<file path="config.mk">
export PLATFORM = sky130hd
export DESIGN_NAME = serial_adder_ctrl
export DESIGN_NICKNAME = d
export VERILOG_FILES = /design/src/rtl/serial_adder_ctrl.sv
export SDC_FILE = /design/constraint.sdc
export NUM_CORES = 1
export LEC_CHECK = 0
export ABC_AREA = 0
export CORE_UTILIZATION = 45
export CTS_CLUSTER_DIAMETER = 30
export DETAILED_ROUTE_END_ITERATION = 10
export PLACE_DENSITY = 0.7
export SLEW_MARGIN = 20
export SYNTH_ARGS = -nofsm -noshare
export SYNTH_HDL_FRONTEND = slang
export SYNTH_SLANG_ARGS = --single-unit
</file>
<file path="constraint.sdc">
create_clock -name clock -period 4.09 [get_ports clock]
set_input_delay 1.0225 -clock clock [delete_from_list [all_inputs] [get_ports clock]]
set_output_delay 1.0225 -clock clock [all_outputs]
set_load 0.005 [all_outputs]
</file>
<file path="src/rtl/serial_adder_ctrl.sv">
// serial_adder_ctrl: bit-serial adder sequencer.
// A single full-adder slice is walked over WIDTH-bit operands, LSB first,
// one bit per clock. Operands enter on a valid/ready start handshake and the
// sum plus final carry leave on a valid/ready done handshake.
//
// Timeline for one operation (E0 = accept edge):
//   E0            : operands latched, IDLE -> ADD
//   E1 .. E_WIDTH : one bit per edge; E_WIDTH also moves ADD -> DONE
//   after E_WIDTH : done_valid high, result held until done_ready
//   handshake edge: DONE -> IDLE, start_ready high again next cycle
// Minimum back-to-back period is therefore WIDTH+2 cycles.

module serial_adder_ctrl #(
    parameter  int WIDTH = 8,
    localparam int CNT_W = $clog2(WIDTH + 1)
) (
    input  logic             clock,
    input  logic             reset_n,

    input  logic             start_valid,
    output logic             start_ready,
    input  logic [WIDTH-1:0] a_in,
    input  logic [WIDTH-1:0] b_in,
    input  logic             cin_in,

    output logic [WIDTH-1:0] sum_out,
    output logic             cout_out,
    output logic             done_valid,
    input  logic             done_ready,

    output logic             busy
);

    typedef enum logic [1:0] {
        IDLE = 2'd0,
        ADD  = 2'd1,
        DONE = 2'd2
    } state_t;

    // Counter value seen on the edge that processes the final (MSB) bit.
    localparam logic [CNT_W-1:0] LAST_CNT = CNT_W'(WIDTH - 1);
    localparam logic [CNT_W-1:0] CNT_ONE  = CNT_W'(1);

    state_t             state;
    logic [WIDTH-1:0]   a_sh;
    logic [WIDTH-1:0]   b_sh;
    logic [WIDTH-1:0]   sum_sh;
    logic               carry;
    logic [CNT_W-1:0]   cnt;

    // Full-adder slice on the current LSBs and the next sum shift value.
    logic               bit_sum;
    logic               carry_nxt;
    logic [WIDTH-1:0]   sum_nxt;

    // Single full-adder datapath; the new sum bit enters at the MSB so that
    // after WIDTH shifts the first bit computed sits at bit 0.
    always_comb begin
        // NOTE: every signal gets a default before any conditional update so
        // no path leaves it unassigned, which would infer a latch.
        bit_sum   = a_sh[0] ^ b_sh[0] ^ carry;
        carry_nxt = (a_sh[0] & b_sh[0]) | (a_sh[0] & carry) | (b_sh[0] & carry);
        sum_nxt   = sum_sh >> 1;
        sum_nxt[WIDTH-1] = bit_sum;
    end

    // Control FSM with all handshake and result outputs registered.
    always_ff @(posedge clock or negedge reset_n) begin
        if (!reset_n) begin
            // NOTE: the operand/sum shift registers are ordinary flops, not a
            // memory array, so clearing them on reset costs nothing and makes
            // an aborted operation leave no trace.
            state       <= IDLE;
            a_sh        <= '0;
            b_sh        <= '0;
            sum_sh      <= '0;
            carry       <= 1'b0;
            cnt         <= '0;
            sum_out     <= '0;
            cout_out    <= 1'b0;
            done_valid  <= 1'b0;
            busy        <= 1'b0;
            start_ready <= 1'b1;
        end else begin
            // NOTE: non-blocking assignments throughout: every right-hand side
            // reads the pre-edge value, so the shift/carry updates below all
            // see the same bit position regardless of statement order.
            case (state)
                IDLE: begin
                    if (start_valid && start_ready) begin
                        a_sh        <= a_in;
                        b_sh        <= b_in;
                        carry       <= cin_in;
                        sum_sh      <= '0;
                        cnt         <= '0;
                        state       <= ADD;
                        start_ready <= 1'b0;
                        busy        <= 1'b1;
                    end
                end

                ADD: begin
                    a_sh   <= a_sh >> 1;
                    b_sh   <= b_sh >> 1;
                    sum_sh <= sum_nxt;
                    carry  <= carry_nxt;
                    cnt    <= cnt + CNT_ONE;
                    if (cnt == LAST_CNT) begin
                        // Publish the completed result straight from the
                        // last slice so it is valid the cycle DONE begins.
                        state      <= DONE;
                        done_valid <= 1'b1;
                        sum_out    <= sum_nxt;
                        cout_out   <= carry_nxt;
                    end
                end

                DONE: begin
                    // sum_out/cout_out are not touched here, so they stay
                    // constant under backpressure and after leaving DONE.
                    if (done_valid && done_ready) begin
                        state       <= IDLE;
                        done_valid  <= 1'b0;
                        busy        <= 1'b0;
                        start_ready <= 1'b1;
                    end
                end

                default: begin
                    state       <= IDLE;
                    done_valid  <= 1'b0;
                    busy        <= 1'b0;
                    start_ready <= 1'b1;
                end
            endcase
        end
    end

endmodule
</file>
-- Word-level counts from Yosys, hierarchy flattened
Index checks and enable logic that the tools add are counted.
- register bits: 43
- bits of input ports: 21
- output and inout port bits: 12
- word-level logic and storage cells: 58
- add/subtract/negate cells: 1
- equality and inequality tests: 6
- muxes and demuxes: 22
- bitwise logic cells: 9
- reduce and logical (&&, ||, !) cells: 9
- operators with widths (kind ; number):
    $pmux 8 s2 ; 3
    $mux 8 ; 3
    $pmux 1 s3 ; 3
    $reduce_and 3->1 ; 3
    $pmux 4 s2 ; 1
    $mux 1 ; 6
    $mux 2 ; 3
    $ne 2x2->1 const B ; 3
    $pmux 2 s3 ; 1
    $add 4x1->4 const B ; 1
    $eq 4x3->1 const B ; 1
    $mux 4 ; 1
    $reduce_and 2->1 ; 2
    $and 1x1->1 ; 3
    $eq 2x1->1 const B ; 1
    $eq 2x2->1 const B ; 1
    $logic_and 1x1->1 ; 2
    $logic_not 2->1 ; 1
    $not 1->1 ; 2
    $or 1x1->1 ; 2
    $pmux 1 s2 ; 1
    $reduce_bool 2->1 ; 1
    $xor 1x1->1 ; 2

-- Logic depth before layout (Yosys ltp)
- word-level depth: 4
- mapped depth: 5
- depth with buffers taken out: 4

-- Worst setup path after synthesis
No wires, ideal clock.
- kind: input port to flip-flop
- from: input port start_valid
- to: register cnt[2]
- data arrival time: 1757 ps
- required time: 3964 ps
- path slack: 2207 ps
- stages on the path: 4
- path buffers: 1
- cell sequence: a21oi_2 -> or2_0 -> buf_6 -> a221o_1
- word-level cells in the longest chain between the ends: 3
- RTL lines (item ; RTL line ; RTL):
    from (decl) ; 20 ; input logic start_valid,
    $logic_and 1x1->1 ; 90 ; if (start_valid && start_ready) begin
    $ne 2x2->1 (no line) ; n/a ;
    $reduce_and 2->1 (no line) ; n/a ;
    to (signal assigned) ; 107 ; cnt <= cnt + CNT_ONE;
    to (decl) ; 49 ; logic [CNT_W-1:0] cnt;
Every way passes these cells.
A chain may end at the register's enable or synchronous reset.

-- Final worst setup path
- from: input port start_valid
- to: register b_sh[3]
- word-level cells in the longest chain between the ends: 3
- RTL lines (item ; RTL line ; RTL):
    $logic_and 1x1->1 ; 90 ;
    $ne 2x2->1 (no line) ; n/a ;
    $reduce_and 2->1 (no line) ; n/a ;
    to (signal assigned) ; 92 ; b_sh <= b_in;
    to (signal assigned) ; 104 ; b_sh <= b_sh >> 1;
    to (decl) ; 46 ; logic [WIDTH-1:0] b_sh;
Every way passes these cells.

==> results.py <==
metrics = {
    "power_and_ir_drop": {
        "power.leakage_nw": 0.977,
        "design_power_total_mw": 1.39,
        "powerDensity_nw_per_um2": 619,
        "ir_drop_uv": 310,
    },
    "clock_network": {
        "cts_resized": 0,
        "cts_sinks": 42,
        "tritoncts.num_buffers": 5,
        "cts-root-buf": "clkbuf_8",
        "insertion_delay_ns": 0.29,
        "cts_hold_buf": 0,
        "clock_path_buffers": 2,
        "cts_max_level": 2,
        "cts.clk_slew.worst_paths_ns": 0.07,
        "cts_tree": "built",
        "post-cts-setup-buffers": 0,
    },
    "synth": {
        "synth.avg_cell_area_um2": 12.9,
        "synthesis.area_um2": 1840,
        "yosys.area.top_type_share": 0.558,
        "yosys_warnings": 0,
        "ys_types": 31,
        "syn_nets": 166,
        "synthTopCellsByArea": "dfrtp_1, mux2i_1, o21ai_0",
        "synth_area_leader_cell": "dfrtp_1",
        "synth_cells": 143,
        "synth_seq_cells": 42,
        "ys_seq_area_frac": 0.572,
    },
    "drt": {
        "drc_errors": 0,
        "dr.pass1.iters": 4,
        "post_drt_wl_per_cell_um": 15.2,
        "postRouteWirelength_mm": 3.38,
        "num_vias": 1234,
        "viasPerCell": 5.56,
        "ant_nets": 0,
        "drt_iter0_drc": 49,
    },
    "sta": {
        "hold_violations": 0,
        "finalSetupTns_ns": 0,
        "setup_viol": 0,
        "hold_slack_ns": 0.481,
        "max_freq_mhz": 352,
        "fin_crit_sh": 0.695,
        "slew_headroom": 0.393,
        "skew_ns": 0.00529,
        "fin_ws_ns": 1.25,
        "post-route-min-period_ns": 2.84,
        "worstMarginPinSlew_ns": 0.910,
        "rsz0062_at_grt": "false",
        "drv_slew": 0,
    },
    "critical_path": {
        "crit_slowest_cell": "or2_0",
        "path_max_fanout": 17,
        "cp-endpoint": "b_sh[3]$_DFFE_PN0P_",
        "cpPeakStageDelay_ns": 0.60,
        "critPathLaunchType": "primary input",
        "r2r-start": "state[1]$_DFFE_PN0P_",
        "crit_type": "primary input to register",
        "worstSetupStartpoint": "start_valid",
        "worstRegToRegCells": 3,
        "cpLargestDelayFamily": "buffers and inverters",
        "crit_path_end_kind": "register",
        "path_cells": "clkdlybuf4s50_1, a21oi_2, or2_0, buf_4, o21ai_0",
        "worst-path-buf-inv": 2,
        "cp.depth": 5,
        "required_ns": 4.25,
        "timing.reg2reg.setup_slack_ns": 1.98,
        "r2r_end": "cout_out$_DFFE_PN0P_",
        "cp.arrival_ns": 3.00,
    },
    "global_route": {
        "overflow": 0,
        "grt_max_degree": 43,
        "grt_pass1_vias": 1229,
        "grt_antenna_before_repair": 0,
        "grt_first_pass_wirelength_mm": 5.77,
        "grt_util_all_layers": 0.180,
    },
    "cells_and_area": {
        "area_delta_synth_final_pct": 22.1,
        "utilization": 0.591,
        "final_cell_mix": "dfrtp_1, clkdlybuf4s50_1, o21ai_0",
        "fill_cells": 303,
        "finish.instance_area_um2": 2240,
        "layout-drive-gt1-share": 0.132,
        "finalNonFillerCells": 222,
        "register_area_um2": 1050,
        "multi_input_area_um2": 699,
        "layout.nets": 196,
        "antenna_cells": 0,
        "final_common_cell": "dfrtp_1",
    },
    "worst_hold_path": {
        "hold_class": "register to register",
        "hold_start": "busy$_DFFE_PN0P_",
    },
    "floorplan": {
        "die_y_um": 65.9,
        "core_um2": 3800,
        "num_rows": 22,
        "dieArea_um2": 4340,
        "ioPinCount": 33,
        "start_util": 0.484,
        "die_w_um": 65.9,
    },
    "placement": {
        "pre_cts_ws_ns": 0.986,
        "gp_congestion": 0.713,
        "placed_cells": 214,
        "portBuffers": 32,
        "placed_area_um2": 2140,
        "dp_hpwl_mm": 2.27,
    },
    "run": {
        "maxCapViolCount": 0,
    },
    "status": {
        "status": "finished, final reports clean",
    },
}
-- per-layer routing --
| layer | GRT usage | wire (um) | vias up | share of wire |
|---|---|---|---|---|
| li1 | - | - | 578 | - |
| met1 | 0.240 | 1570 | 623 | 0.46 |
| met2 | 0.287 | 1640 | 30 | 0.49 |
| met3 | 0.0500 | 154 | 3 | 0.046 |
| met4 | 0.0489 | 21 | 0 | 0.0062 |
| met5 | 0 | 0 | - | 0 |
-- kinds of logic (layout without fill, tap and decap cells) --
kind of cell | after synthesis | in the layout | share of synthesized area
buffers and inverters | 11 | 42 | 0.0476
and+or+nand+nor | 11 | 11 | 0.0422
adders and majority gates | 2 | 2 | 0.0177
DFF | 42 | 42 | 0.572
AOI/OAI and AO/OA | 51 | 51 | 0.172
xor gates and xnor gates | 1 | 1 | 0.00477
muxes | 25 | 25 | 0.143
-- power by group --
part,total [mW],switching [mW],internal [mW]
Sequential,0.671,0.107,0.564
Combinational,0.406,0.183,0.223
Clock,0.312,0.130,0.183
Total,1.39,0.420,0.970
-- how the worst min path moves through the flow --
stage | endpoint | cells after the start
after global placement | busy$_DFFE_PN0P_ | 1
after detailed placement | busy$_DFFE_PN0P_ | 1
after global routing | busy$_DFFE_PN0P_ | 1
after CTS | busy$_DFFE_PN0P_ | 1
after floorplan | sum_sh[1]$_DFFE_PN0P_ | 1
final | busy$_DFFE_PN0P_ | 1
-- flip-flops by register name, indices dropped and copies added, names as in the netlist, 2 cells and up --
name and count:
a_sh 8, b_sh 8, sum_out 8, sum_sh 7, cnt 4, state 2
-- cells in the mapped netlist (all sizes together) --
library cell  number
dfrtp             41
o21ai             31
mux2i             15
a22o              11
mux2              10
buf                7
a21oi              4
clkbuf             3
nand2b             3
a21o               2
a221o              1
and2b              1
and4bb             1
dfstp              1
fa                 1
ha                 1
inv                1
nand2              1
nand3              1
nor2b              1
nor3               1
nor3b              1
o21a               1
o22a               1
or2                1
xnor2              1
-- cell type report --
cell class                      instances  area share
Tap cell                               48      0.0268
Sequential cell                        42       0.469
Timing Repair Buffer                   33       0.144
Clock inverter                          1      0.0134
Multi-Input combinational cell         90       0.312
Clock buffer                            7      0.0340
Inverter                                1     0.00167
(Power assumes the default switching activity.)
